## config.mk

```make
export PLATFORM = sky130hd
export DESIGN_NAME = stopwatch_counter
export DESIGN_NICKNAME = d
export VERILOG_FILES = /design/src/rtl/stopwatch_pkg.sv /design/src/rtl/stopwatch_counter_btn_edge_sync.sv /design/src/rtl/stopwatch_counter.sv
export SDC_FILE = /design/constraint.sdc
export NUM_CORES = 1
export LEC_CHECK = 0
export ABC_AREA = 1
export CORE_MARGIN = 2
export CORE_UTILIZATION = 25
export CTS_BUF_LIST = sky130_fd_sc_hd__clkbuf_16
export DETAILED_ROUTE_END_ITERATION = 10
export PLACE_DENSITY = 0.46
export REMOVE_ABC_BUFFERS = 1
export SETUP_SLACK_MARGIN = 0.1
export SYNTH_ARGS = -nofsm -noshare
export SYNTH_HDL_FRONTEND = slang
export SYNTH_SLANG_ARGS = --single-unit
```

## constraint.sdc

```tcl
create_clock -name clk -period 4.6 [get_ports clk]
set_clock_uncertainty 0.1 [all_clocks]
set_input_delay 0.69 -clock clk [delete_from_list [all_inputs] [get_ports clk]]
set_output_delay 0.69 -clock clk [all_outputs]
set_load 0.05 [all_outputs]
```

## src/rtl/stopwatch_pkg.sv

```systemverilog
// Shared types and constants for the stopwatch timing stages.
package stopwatch_pkg;

    // Control FSM encoding; downstream stages rely on these exact values.
    typedef enum logic [1:0] {
        IDLE  = 2'd0,
        RUN   = 2'd1,
        LAP   = 2'd2,
        PAUSE = 2'd3
    } state_t;

    localparam int unsigned CS_PER_SEC      = 100;
    localparam int unsigned CS_WIDTH        = 24;
    // 23:59:59.99 expressed in centiseconds.
    localparam int unsigned DEFAULT_WRAP_CS = 8_639_999;

    // Centisecond successor with wrap back to zero after the last value.
    function automatic logic [CS_WIDTH-1:0] cs_next(input logic [CS_WIDTH-1:0] cs,
                                                   input logic [CS_WIDTH-1:0] wrap);
        return (cs == wrap) ? '0 : cs + CS_WIDTH'(1);
    endfunction

endpackage

```

## src/rtl/stopwatch_counter_btn_edge_sync.sv

```systemverilog
// Two-flop synchronizer plus delay flop; emits a one-cycle pulse on a rising edge.
module btn_edge_sync (
    input  logic clk,
    input  logic rst,
    input  logic i_btn,
    output logic o_pulse
);

    logic r_sync1;
    logic r_sync2;
    logic r_dly;

    // Synchronize the asynchronous button and keep one cycle of history.
    always_ff @(posedge clk or posedge rst) begin
        if (rst) begin
            r_sync1 <= 1'b0;
            r_sync2 <= 1'b0;
            r_dly   <= 1'b0;
        end else begin
            r_sync1 <= i_btn;
            r_sync2 <= r_sync1;
            r_dly   <= r_sync2;
        end
    end

    // High for exactly one cycle after a synchronized low-to-high transition.
    assign o_pulse = r_sync2 & ~r_dly;

endmodule

```

## src/rtl/stopwatch_counter.sv

```systemverilog
// Stopwatch core: 100 Hz prescaler, centisecond count, lap hold and control FSM.
module stopwatch_counter
    import stopwatch_pkg::*;
#(
    parameter int unsigned CLK_HZ  = 50_000_000,
    parameter int unsigned WRAP_CS = DEFAULT_WRAP_CS
) (
    input  logic                clk,
    input  logic                rst,
    input  logic                btn_ss,
    input  logic                btn_lr,
    output logic [CS_WIDTH-1:0] c,
    output logic                running,
    output logic                lap_active,
    output logic                tick
);

    localparam int unsigned DIV    = CLK_HZ / CS_PER_SEC;
    localparam int unsigned PRE_W  = (DIV > 1) ? $clog2(DIV) : 1;
    localparam logic [PRE_W-1:0]    PRE_LAST = PRE_W'(DIV - 1);
    localparam logic [CS_WIDTH-1:0] WRAP_V   = CS_WIDTH'(WRAP_CS);

    state_t              r_state;
    logic [CS_WIDTH-1:0] r_cnt;
    logic [PRE_W-1:0]    r_pre;
    logic [CS_WIDTH-1:0] r_hold;
    logic [CS_WIDTH-1:0] r_c;
    logic                r_running;
    logic                r_lap;
    logic                r_tick;

    logic                w_ss_p;
    logic                w_lr_p;
    logic                w_pre_last;
    logic [PRE_W-1:0]    w_pre_adv;
    logic [CS_WIDTH-1:0] w_cnt_adv;

    btn_edge_sync u_sync_ss (
        .clk     (clk),
        .rst     (rst),
        .i_btn   (btn_ss),
        .o_pulse (w_ss_p)
    );

    btn_edge_sync u_sync_lr (
        .clk     (clk),
        .rst     (rst),
        .i_btn   (btn_lr),
        .o_pulse (w_lr_p)
    );

    // Values the prescaler and count take if this cycle is allowed to advance.
    always_comb begin
        w_pre_last = (r_pre == PRE_LAST);
        w_pre_adv  = w_pre_last ? '0 : r_pre + PRE_W'(1);
        w_cnt_adv  = w_pre_last ? cs_next(r_cnt, WRAP_V) : r_cnt;
    end

    // Control FSM with prescaler, live count, lap capture and registered outputs.
    always_ff @(posedge clk or posedge rst) begin
        if (rst) begin
            r_state   <= IDLE;
            r_cnt     <= '0;
            r_pre     <= '0;
            r_hold    <= '0;
            r_c       <= '0;
            r_running <= 1'b0;
            r_lap     <= 1'b0;
            r_tick    <= 1'b0;
        end else begin
            case (r_state)
                IDLE: begin
                    r_cnt  <= '0;
                    r_pre  <= '0;
                    r_c    <= '0;
                    r_tick <= 1'b0;
                    if (w_ss_p) begin
                        r_state   <= RUN;
                        r_running <= 1'b1;
                    end
                end

                RUN: begin
                    if (w_ss_p) begin
                        // Pausing suppresses any increment due this cycle.
                        r_state   <= PAUSE;
                        r_running <= 1'b0;
                        r_tick    <= 1'b0;
                        r_c       <= r_cnt;
                    end else begin
                        r_pre  <= w_pre_adv;
                        r_cnt  <= w_cnt_adv;
                        r_tick <= w_pre_last;
                        if (w_lr_p) begin
                            // Capture the pre-increment value for the frozen display.
                            r_state <= LAP;
                            r_lap   <= 1'b1;
                            r_hold  <= r_cnt;
                            r_c     <= r_cnt;
                        end else begin
                            r_c <= w_cnt_adv;
                        end
                    end
                end

                LAP: begin
                    if (w_ss_p) begin
                        r_state   <= PAUSE;
                        r_running <= 1'b0;
                        r_lap     <= 1'b0;
                        r_tick    <= 1'b0;
                        r_c       <= r_cnt;
                    end else begin
                        r_pre  <= w_pre_adv;
                        r_cnt  <= w_cnt_adv;
                        r_tick <= w_pre_last;
                        if (w_lr_p) begin
                            r_state <= RUN;
                            r_lap   <= 1'b0;
                            r_c     <= w_cnt_adv;
                        end else begin
                            r_c <= r_hold;
                        end
                    end
                end

                PAUSE: begin
                    // Prescaler phase is retained so resume finishes the partial period.
                    r_tick <= 1'b0;
                    if (w_ss_p) begin
                        r_state   <= RUN;
                        r_running <= 1'b1;
                        r_c       <= r_cnt;
                    end else if (w_lr_p) begin
                        r_state <= IDLE;
                        r_cnt   <= '0;
                        r_pre   <= '0;
                        r_c     <= '0;
                    end
                end

                default: begin
                    r_state   <= IDLE;
                    r_cnt     <= '0;
                    r_pre     <= '0;
                    r_c       <= '0;
                    r_running <= 1'b0;
                    r_lap     <= 1'b0;
                    r_tick    <= 1'b0;
                end
            endcase
        end
    end

    assign c          = r_c;
    assign running    = r_running;
    assign lap_active = r_lap;
    assign tick       = r_tick;

endmodule

```

---- After elaboration in Yosys (flattened, before gate mapping) ----
Index checks and enable logic that the tools add are counted.
word-level totals
  register bits after elaboration ......... 102
  output and inout port bits .............. 27
  memories kept ........................... 0
  memory bits (writable) .................. 0
  memory bits (read-only) ................. 0
  input port bits ......................... 4
  bits in latches ......................... 0
operators by class
  multiplexer cells ....................... 35
  multiply operators ...................... 0
  $add $sub $neg .......................... 2
  $lt $le $gt $ge ......................... 0
  shifts and indexed selects .............. 0
  div/mod/pow operators ................... 0
  equal/unequal tests ..................... 16
  reductions and logical operators ........ 9
  bitwise operators ....................... 5
operators by type and width
  kind                                           number
  two-way mux 24 bit                             10
  case mux 24 bit (4 select lines)               1
  two-way mux 19 bit                             4
  case mux 24 bit (3 select lines)               1
  case mux 19 bit (3 select lines)               1
  adder 24 x 1 -> 24 bit, second input constant  1
  == test 24 bit, second input constant          1
  adder 19 x 1 -> 19 bit, second input constant  1
  == test 19 bit, second input constant          1
  two-way mux 2 bit                              7
  != test 2 x 1 -> 1 bit, second input constant  5
  != test 3 x 1 -> 1 bit, second input constant  3
  case mux 2 bit (4 select lines)                1
  AND reduction 4 bit                            2
  two-way mux 1 bit                              7
  != test 2 bit, second input constant           3
  case mux 1 bit (2 select lines)                3
  AND reduction 3 bit                            2
  == test 2 bit, second input constant           2
  OR reduction 2 bit                             2
  NOT 1 bit                                      3
  AND 1 bit                                      2
  == test 2 x 1 -> 1 bit, second input constant  1
  zero test 2 bit                                1
  other kinds (2)                                2

---- Logic depth before layout (Yosys ltp) ----
Gate-level depths: netlist of run 1.
  word-level depth ........................ 6
  gate-level depth with buffers ........... 16
  mapped depth without buffers ............ 16

---- Hierarchy ----
From an unflattened synthesis of run 1, not the netlist that was laid out.
unflattened totals
  cells, all modules ...................... 926
  area total of the unflattened synthesis .. 6382.4 um^2
modules (own cells, without submodules)
  module             cells each  area each (um^2)  instances
  stopwatch_counter  914         6204.7            1
  btn_edge_sync      6           88.8              2

---- Worst setup path after synthesis of run 1 ----
OpenSTA, ideal clock, no wires.
  kind .................................... flip-flop to flip-flop
  from .................................... register r_state[0]
  to ...................................... register r_pre[17]
  stages on the path, launching flop included .. 11
  slack ................................... 2534 ps
  library setup time ...................... 123 ps
  period minus slack after synthesis ...... 2066 ps
  buffers on the path ..................... 0
  arrival time ............................ 1843 ps
  cells stage by stage .................... dfrtp_1 inv_1 ha_1 inv_1 o21ai_1 nand2_1 nand2_1 nor4_1 nand3_1 nor2_1 a21oi_1
between the ends
  cells in the longest elaborated chain, start to end .. 4
  elaborated cells between the ends (all ways) .. 10
  those cells by class .................... eq/ne: 6; mux: 1; reduce/logical: 3
RTL lines
  item                                                            line                      RTL
  start, declared                                                 stopwatch_counter.sv:23   state_t r_state;
  start signal, assigned                                          stopwatch_counter.sv:62   r_state <= IDLE;
  start signal, assigned                                          stopwatch_counter.sv:78   r_state <= RUN;
  start signal, assigned                                          stopwatch_counter.sv:86   r_state <= PAUSE;
  == test 2 bit / == test 2 x 1 -> 1 bit (equally long branches)  stopwatch_counter.sv:71   case (r_state)
  OR reduction 2 bit (no source line)                             --
  != test 2 bit (no source line)                                  --
  AND reduction 3 bit (no source line)                            --
  end signal, assigned                                            stopwatch_counter.sv:91   r_pre <= w_pre_adv;
  end signal, assigned                                            stopwatch_counter.sv:114  r_pre <= w_pre_adv;
  end, declared                                                   stopwatch_counter.sv:25   logic [PRE_W-1:0] r_pre;
Several ways; a longest one is shown, not always the timed one.
A chain may end at the register's enable or synchronous reset.

---- Worst setup path after layout of run 1 ----
  from .................................... register u_sync_ss.r_dly
  to ...................................... register r_c[22] (netlist: c[22])
between the ends
  cells in the longest elaborated chain, start to end .. 4
  elaborated cells between the ends (all ways) .. 7
  those cells by class .................... eq/ne: 1; mux: 4; bitwise: 2
RTL lines
  item                                          line                                                                         RTL
  start, declared                               stopwatch_counter_btn_edge_sync.sv:11                                        logic r_dly;
  start signal, assigned                        stopwatch_counter_btn_edge_sync.sv:22                                        r_dly <= r_sync2;
  NOT 1 bit (*)                                 stopwatch_counter_btn_edge_sync.sv:27                                        assign o_pulse = r_sync2 & ~r_dly;
  AND 1 bit (*)                                 stopwatch_counter_btn_edge_sync.sv:27
  two-way mux 24 bit, on equally long branches  stopwatch_counter.sv:130, stopwatch_counter.sv:84, stopwatch_counter.sv:107
  case mux 24 bit (4 select lines)              stopwatch_counter.sv:71
  end signal, assigned                          stopwatch_counter.sv:89                                                      r_c <= r_cnt;
  end signal, assigned                          stopwatch_counter.sv:122                                                     r_c <= r_hold;
  end signal, assigned                          stopwatch_counter.sv:133                                                     r_c <= r_cnt;
  end, declared                                 stopwatch_counter.sv:27                                                      logic [CS_WIDTH-1:0] r_c;
Mark *: on every way between the ends. The rest lies on a longest branch, timed or not.

==> results of run 1 <==
[Yosys cell counts, drive strengths merged, types with 7 or more instances]
cell type	n	area share, %
nor3	14	1.1
nand2	337	21
a21oi	37	3.0
ha	7	1.4
buf	16	1.6
dfrtp	102	41
nand3	67	5.8
o21ai	52	4.3
a211oi	14	1.7
nand4	17	1.9
clkbuf	21	1.3
o22ai	35	3.5
inv	73	4.4
nor2	82	5.6
[worst max-delay path by stage]
stage          slack [ns]  endpoint       startpoint
5_1_grt              1.01     c[22]  u_sync_ss.r_dly
4_1_cts              1.30     c[22]  u_sync_ss.r_dly
3_5_place_dp         1.28     c[22]  u_sync_ss.r_dly
6_report             1.23     c[22]  u_sync_ss.r_dly
2_1_floorplan        1.13      c[0]              rst
3_3_place_gp         1.33     c[22]  u_sync_ss.r_dly
[sequential cells by signal (all words and copies together) (netlist names), 2 cells and up]
name and cells:
r_state 2, r_cnt 24, r_hold 24, c 24, r_pre 19
[power groups by stage]
stage,Combinational (mW),Sequential [mW],Clock (mW)
2_1_floorplan,0.544,1.27,0
3_3_place_gp,1.18,1.06,0
3_5_place_dp,1.19,1.06,0
4_1_cts,1.19,1.04,0.792
5_1_grt,1.30,1.06,0.831
6_report,1.17,1.04,0.762
[area by class of cell]
| class | count | area (um^2) |
|---|---|---|
| clock buffers | 9 | 225 |
| clock inverters | 6 | 55.1 |
| fillers | 2700 | 17300 |
| inverters | 78 | 300 |
| multi-input cells | 682 | 3240 |
| flip-flops and latches | 102 | 2550 |
| well taps | 324 | 405 |
| repair buffers | 39 | 368 |
[routing by layer]
metal  vias to the layer above  part of all wire, %
met5                         -                    0
met4                         0                 0.78
met3                        10                  2.9
met2                        84                   48
met1                      2755                   48
li1                       2975                    -
[stage by stage]
step,instance area (um^2),std cells,util (%)
2_1_floorplan,6080,862,-
3_3_place_gp,6860,1225,28.0
3_5_place_dp,6860,1225,28.0
4_1_cts,7140,1240,29.2
5_1_grt,7140,1240,29.2
6_report,7140,1240,29.2
[cells by family (layout without fill, tap and decap cells)]
group	Yosys count	count (layout)	share of synthesized area, %
DFF	102	102	40.7
xor gates and xnor gates	5	5	0.699
buffers and inverters	115	132	7.67
and+or+nand+nor	522	522	35.6
adders and majority gates	7	7	1.40
AOI/OAI and AO/OA	148	148	13.9
[worst register-to-register path, cell delays in order, from the launching register on]
cell,delay [ns]
dfrtp_1,0.36
inv_1,0.06
nand2_2,0.31
nand2_1,0.25
buf_4,0.48
clkinv_1,0.99
nand2_1,0.23
o21ai_0,0.11
inv_1,0.07
a21oi_1,0.06
o21ai_1,0.16
nand2_1,0.08
==> results.json, run 1 <==
{
  "worst_slew_pin_slew_ns": 0.993,
  "yosysWarnings": 0,
  "finalHoldViolCount": 0,
  "wl_um": 18600,
  "setup.worst_path.start_class": "register",
  "dr.pass1.iters": 5,
  "cts-buffers-inserted": 9,
  "vias": 5824,
  "cp.depth": 11,
  "swShare_pct": 42.2,
  "gr-total-overflow": 0,
  "rrSetupSlack_ns": 1.23,
  "synth_sequential_area_ratio_pct": 40.7,
  "hold_path_depth": 0,
  "peakVddDrop_uv": 184,
  "fin_crit_sh_pct": 73.3,
  "ff2ff_path_depth": 11,
  "path_class": "reg -> reg",
  "synth-async-reset-ratio_pct": 100,
  "clock-sinks": 102,
  "p_per_area_nw_per_um2": 416,
  "min_to": "u_sync_ss.r_sync2",
  "final_critical_path_setup_slack_ns": 1.23,
  "cts_root_buf": "clkbuf_16",
  "intPower_mw": 1.72,
  "status": "finished clean",
  "power.share.sequential_pct": 35.0,
  "worst_path_most_repeated_cell": "nand2_1",
  "fin_tns_setup_ns": 0,
  "postSynthAreaPerCell_um2": 6.97,
  "hold_start": "u_sync_ss.r_sync1",
  "grt_pass1_vias": 5943,
  "fp-row-count": 57,
  "hp-class": "reg -> reg",
  "antenna_left": 0,
  "port_buffers": 30,
  "arrival_ns": 3.51,
  "slew_viol_final": 0,
  "die-area_um2": 26300,
  "io_pins": 31,
  "clk_latency_ns": 0.35,
  "routed_via_density": 4.70,
  "gp_congestion": 0.843,
  "hpwl_um": 12400,
  "drc": 0,
  "synth_edf_count": 0,
  "num_antenna_cells": 0,
  "grt_util_met2_pct": 25.8,
  "cts_tree": "done",
  "slowest_delay_ns": 0.93,
  "critical_path_required_ns": 4.73,
  "grtUsageMet3_pct": 2.35,
  "path_max_fanout": 47,
  "endpoint_kind": "register",
  "maxSlewHeadroom_pct": 33.7,
  "p_switching_mw": 1.25,
  "crit_chain": "inv_1, nand2_2, nand2_1, buf_4, clkinv_1, nand2_1, o21ai_0, inv_1, a21oi_1, o21ai_1, nand2_1",
  "layout_commonest_cell": "nand2_1",
  "synth_ff_type": "dfrtp_1",
  "grtUsageMet1_pct": 19.8,
  "cpMaxStageDelayCell": "clkinv_1",
  "num-nets-final": 923,
  "layout-drive-gt1-share_pct": 6.77,
  "h-tree-depth": 3,
  "wl_per_cell_um": 15.0,
  "fp.dieW_um": 162,
  "post-place-ws_ns": 1.28,
  "ctsResizeCount": 0,
  "cts_setup_buffers": 0,
  "area.growth.synth_to_final_pct": 14.0,
  "max_freq_mhz": 297,
  "cts_hold_buf": 0,
  "p_total_mw": 2.97,
  "leakage_nw": 3.11,
  "comb_power_share_pct": 39.3,
  "die_h_um": 162,
  "grt_pass1_wl_um": 31400,
  "finalCriticalPeriod_ns": 3.37,
  "top_usage_layer": "met2",
  "reg2reg_from": "u_sync_ss.r_dly",
  "syn-cell-area_um2": 6270,
  "clkPwrFrac_pct": 25.7,
  "drt-initial-drc-count": 297,
  "grt_use_total_pct": 15.0,
  "max-clock-path-buffers": 2,
  "start_util_pct": 25.6,
  "critPathTopFamily": "buffers and inverters",
  "r2r_end": "c[22]",
  "rsz0062_at_grt": "false",
  "synth_cell_types": 40,
  "cp_num_buf_inv": 4,
  "antenna_found_initial": 0,
  "cts.clk_slew.worst_paths_ns": 0.07,
  "grt_max_degree": 67,
  "layout_common_cells": "323 x nand2_1, 102 x dfrtp_1, 72 x inv_1",
  "hold_ws_ns": 0.247,
  "syn_inst": 899,
  "synth_seq_cells": 102,
  "core_area_um2": 24500,
  "drv_cap": 0,
  "setup_viol": 0
}
Power figures use the tool's default switching activity.
==> inputs of run 2 (changes only) <==
clock period = 3.13 ns   (was 4.6 ns; I/O delays follow)
==> run 2 against run 1 <==
Count of clock-buffer cells in the layout did not move. Via count is 2.2% higher. Non-clock buffer count grew 9. Fmax rose by 26%. Register-to-register slack lost 0.78 ns. Cell area increased by 1.7%. Die area unchanged. Critical path type unchanged.
==> results.json, run 2 (same netlist as run 1, synthesis figures left out) <==
{
  "status": "finished clean",
  "cts.clk_slew.worst_paths_ns": 0.08,
  "met2WireLength_um": 8950,
  "antenna_found_initial": 0,
  "cts_tree": "done",
  "fp.dieW_um": 162,
  "dpl_cell_area_um2": 6950,
  "vias": 5953,
  "slowest_delay_ns": 0.66,
  "fill_cells": 2689,
  "maxSlewHeadroom_pct": 39.7,
  "hp-class": "reg -> reg",
  "clk_latency_ns": 0.36,
  "cts_hold_buf": 0,
  "cts_root_buf": "clkbuf_16",
  "core_area_um2": 24500,
  "finalCriticalPeriod_ns": 2.68,
  "die_h_um": 162,
  "layout_common_cells": "323 x nand2_1, 102 x dfrtp_1, 73 x inv_1",
  "h-tree-depth": 3,
  "endpoint_kind": "register",
  "final_area_um2": 7260,
  "max_freq_mhz": 374,
  "setup.worst_path.start_class": "register",
  "maxUsedRoutingLayer": "met4",
  "wl_um": 18900,
  "max-clock-path-buffers": 2,
  "wl_met1_um": 9050,
  "drv_cap": 0,
  "port_buffers": 30,
  "num-nets-final": 932,
  "gr-total-overflow": 0,
  "crit_chain": "inv_1, ha_1, inv_1, o21ai_1, nand2_1, inv_1, nor2_1, inv_1, o22ai_1",
  "start_util_pct": 25.6,
  "grt_pass1_wl_um": 31200,
  "arrival_ns": 2.77,
  "leakage_nw": 3.18,
  "layout_commonest_cell": "nand2_1",
  "cts-buffers-inserted": 9,
  "path_class": "reg -> reg",
  "grt_pass1_vias": 5874,
  "fin_util_pct": 29.7,
  "critical_path_required_ns": 3.22,
  "cts_setup_buffers": 0,
  "num_antenna_cells": 0,
  "die-area_um2": 26300,
  "clock-sinks": 102,
  "drt-initial-drc-count": 391,
  "post-place-ws_ns": 0.504,
  "setup_viol": 0,
  "critPathTopFamily": "buffers and inverters",
  "hpwl_um": 13200,
  "fp-row-count": 57,
  "worst_path_most_repeated_cell": "inv_1",
  "dp_cells": 1234,
  "cp_num_buf_inv": 4,
  "routed_via_density": 4.76,
  "antenna_left": 0,
  "rsz0062_at_grt": "false",
  "grt_use_total_pct": 14.8,
  "wl_met3_um": 553,
  "drc": 0,
  "area.growth.synth_to_final_pct": 15.9,
  "path_max_fanout": 24,
  "hold_ws_ns": 0.251,
  "layout.cells.non_filler": 1250,
  "io_pins": 31,
  "final_critical_path_setup_slack_ns": 0.453,
  "dr.pass1.iters": 4,
  "slew_viol_final": 0,
  "worst_slew_pin_slew_ns": 0.904,
  "layout-drive-gt1-share_pct": 7.67,
  "peakVddDrop_uv": 265,
  "p_per_area_nw_per_um2": 622,
  "finalHoldViolCount": 0,
  "cpMaxStageDelayCell": "inv_1",
  "wl_per_cell_um": 15.1,
  "gp_congestion": 0.891,
  "grt_max_degree": 49,
  "fin_crit_sh_pct": 85.5,
  "ctsResizeCount": 0
}
## run 2: per-stage QoR
| step | power [mW] | TNS, ns |
|---|---|---|
| after floorplan | 2.66 | -11.73 |
| after CTS | 4.58 | 0 |
| final | 4.52 | 0 |
| after global routing | 4.79 | 0 |
| after detailed placement | 3.34 | 0 |
| after global placement | 3.35 | 0 |
## run 2: final timing paths
path	startpoint	endpoint	slack (ns)	cells after the start
max	r_state[1]	r_cnt[21]	0.45	9
min in group asynchronous	rst	c[2]	0.33	2
max in group asynchronous	rst	r_pre[4]	1.97	3
min reg2reg	u_sync_ss.r_sync1	u_sync_ss.r_sync2	0.25	0
min	u_sync_ss.r_sync1	u_sync_ss.r_sync2	0.25	0
max reg2reg	r_state[1]	r_cnt[21]	0.45	9
## run 2: layer usage
layer,vias up,GRT usage [%]
met4,0,4.34
met5,-,0
met1,2835,19.6
met3,21,2.27
li1,2999,-
met2,98,25.1
## run 2: cell type report
type / count / area, um^2 / area share [%]
Clock buffer: 9 / 225 / 3.10
Clock inverter: 7 / 81.3 / 1.12
Inverter: 78 / 300 / 4.14
Multi-Input combinational cell: 682 / 3240 / 44.6
Sequential cell: 102 / 2550 / 35.2
Tap cell: 324 / 405 / 5.58
Timing Repair Buffer: 48 / 460 / 6.34
## run 2: worst reg2reg max path, stage by stage (launching register included)
cell     delay [ns]
dfrtp_1        0.40
inv_1          0.12
ha_1           0.35
inv_1          0.10
o21ai_1        0.14
nand2_1        0.11
inv_1          0.22
nor2_1         0.09
inv_1          0.66
o22ai_1        0.21
## run 2: power breakdown
part | internal, mW | switching, mW
sequential | 1.44 | 0.0841
combinational | 0.519 | 1.26
clock | 0.691 | 0.516
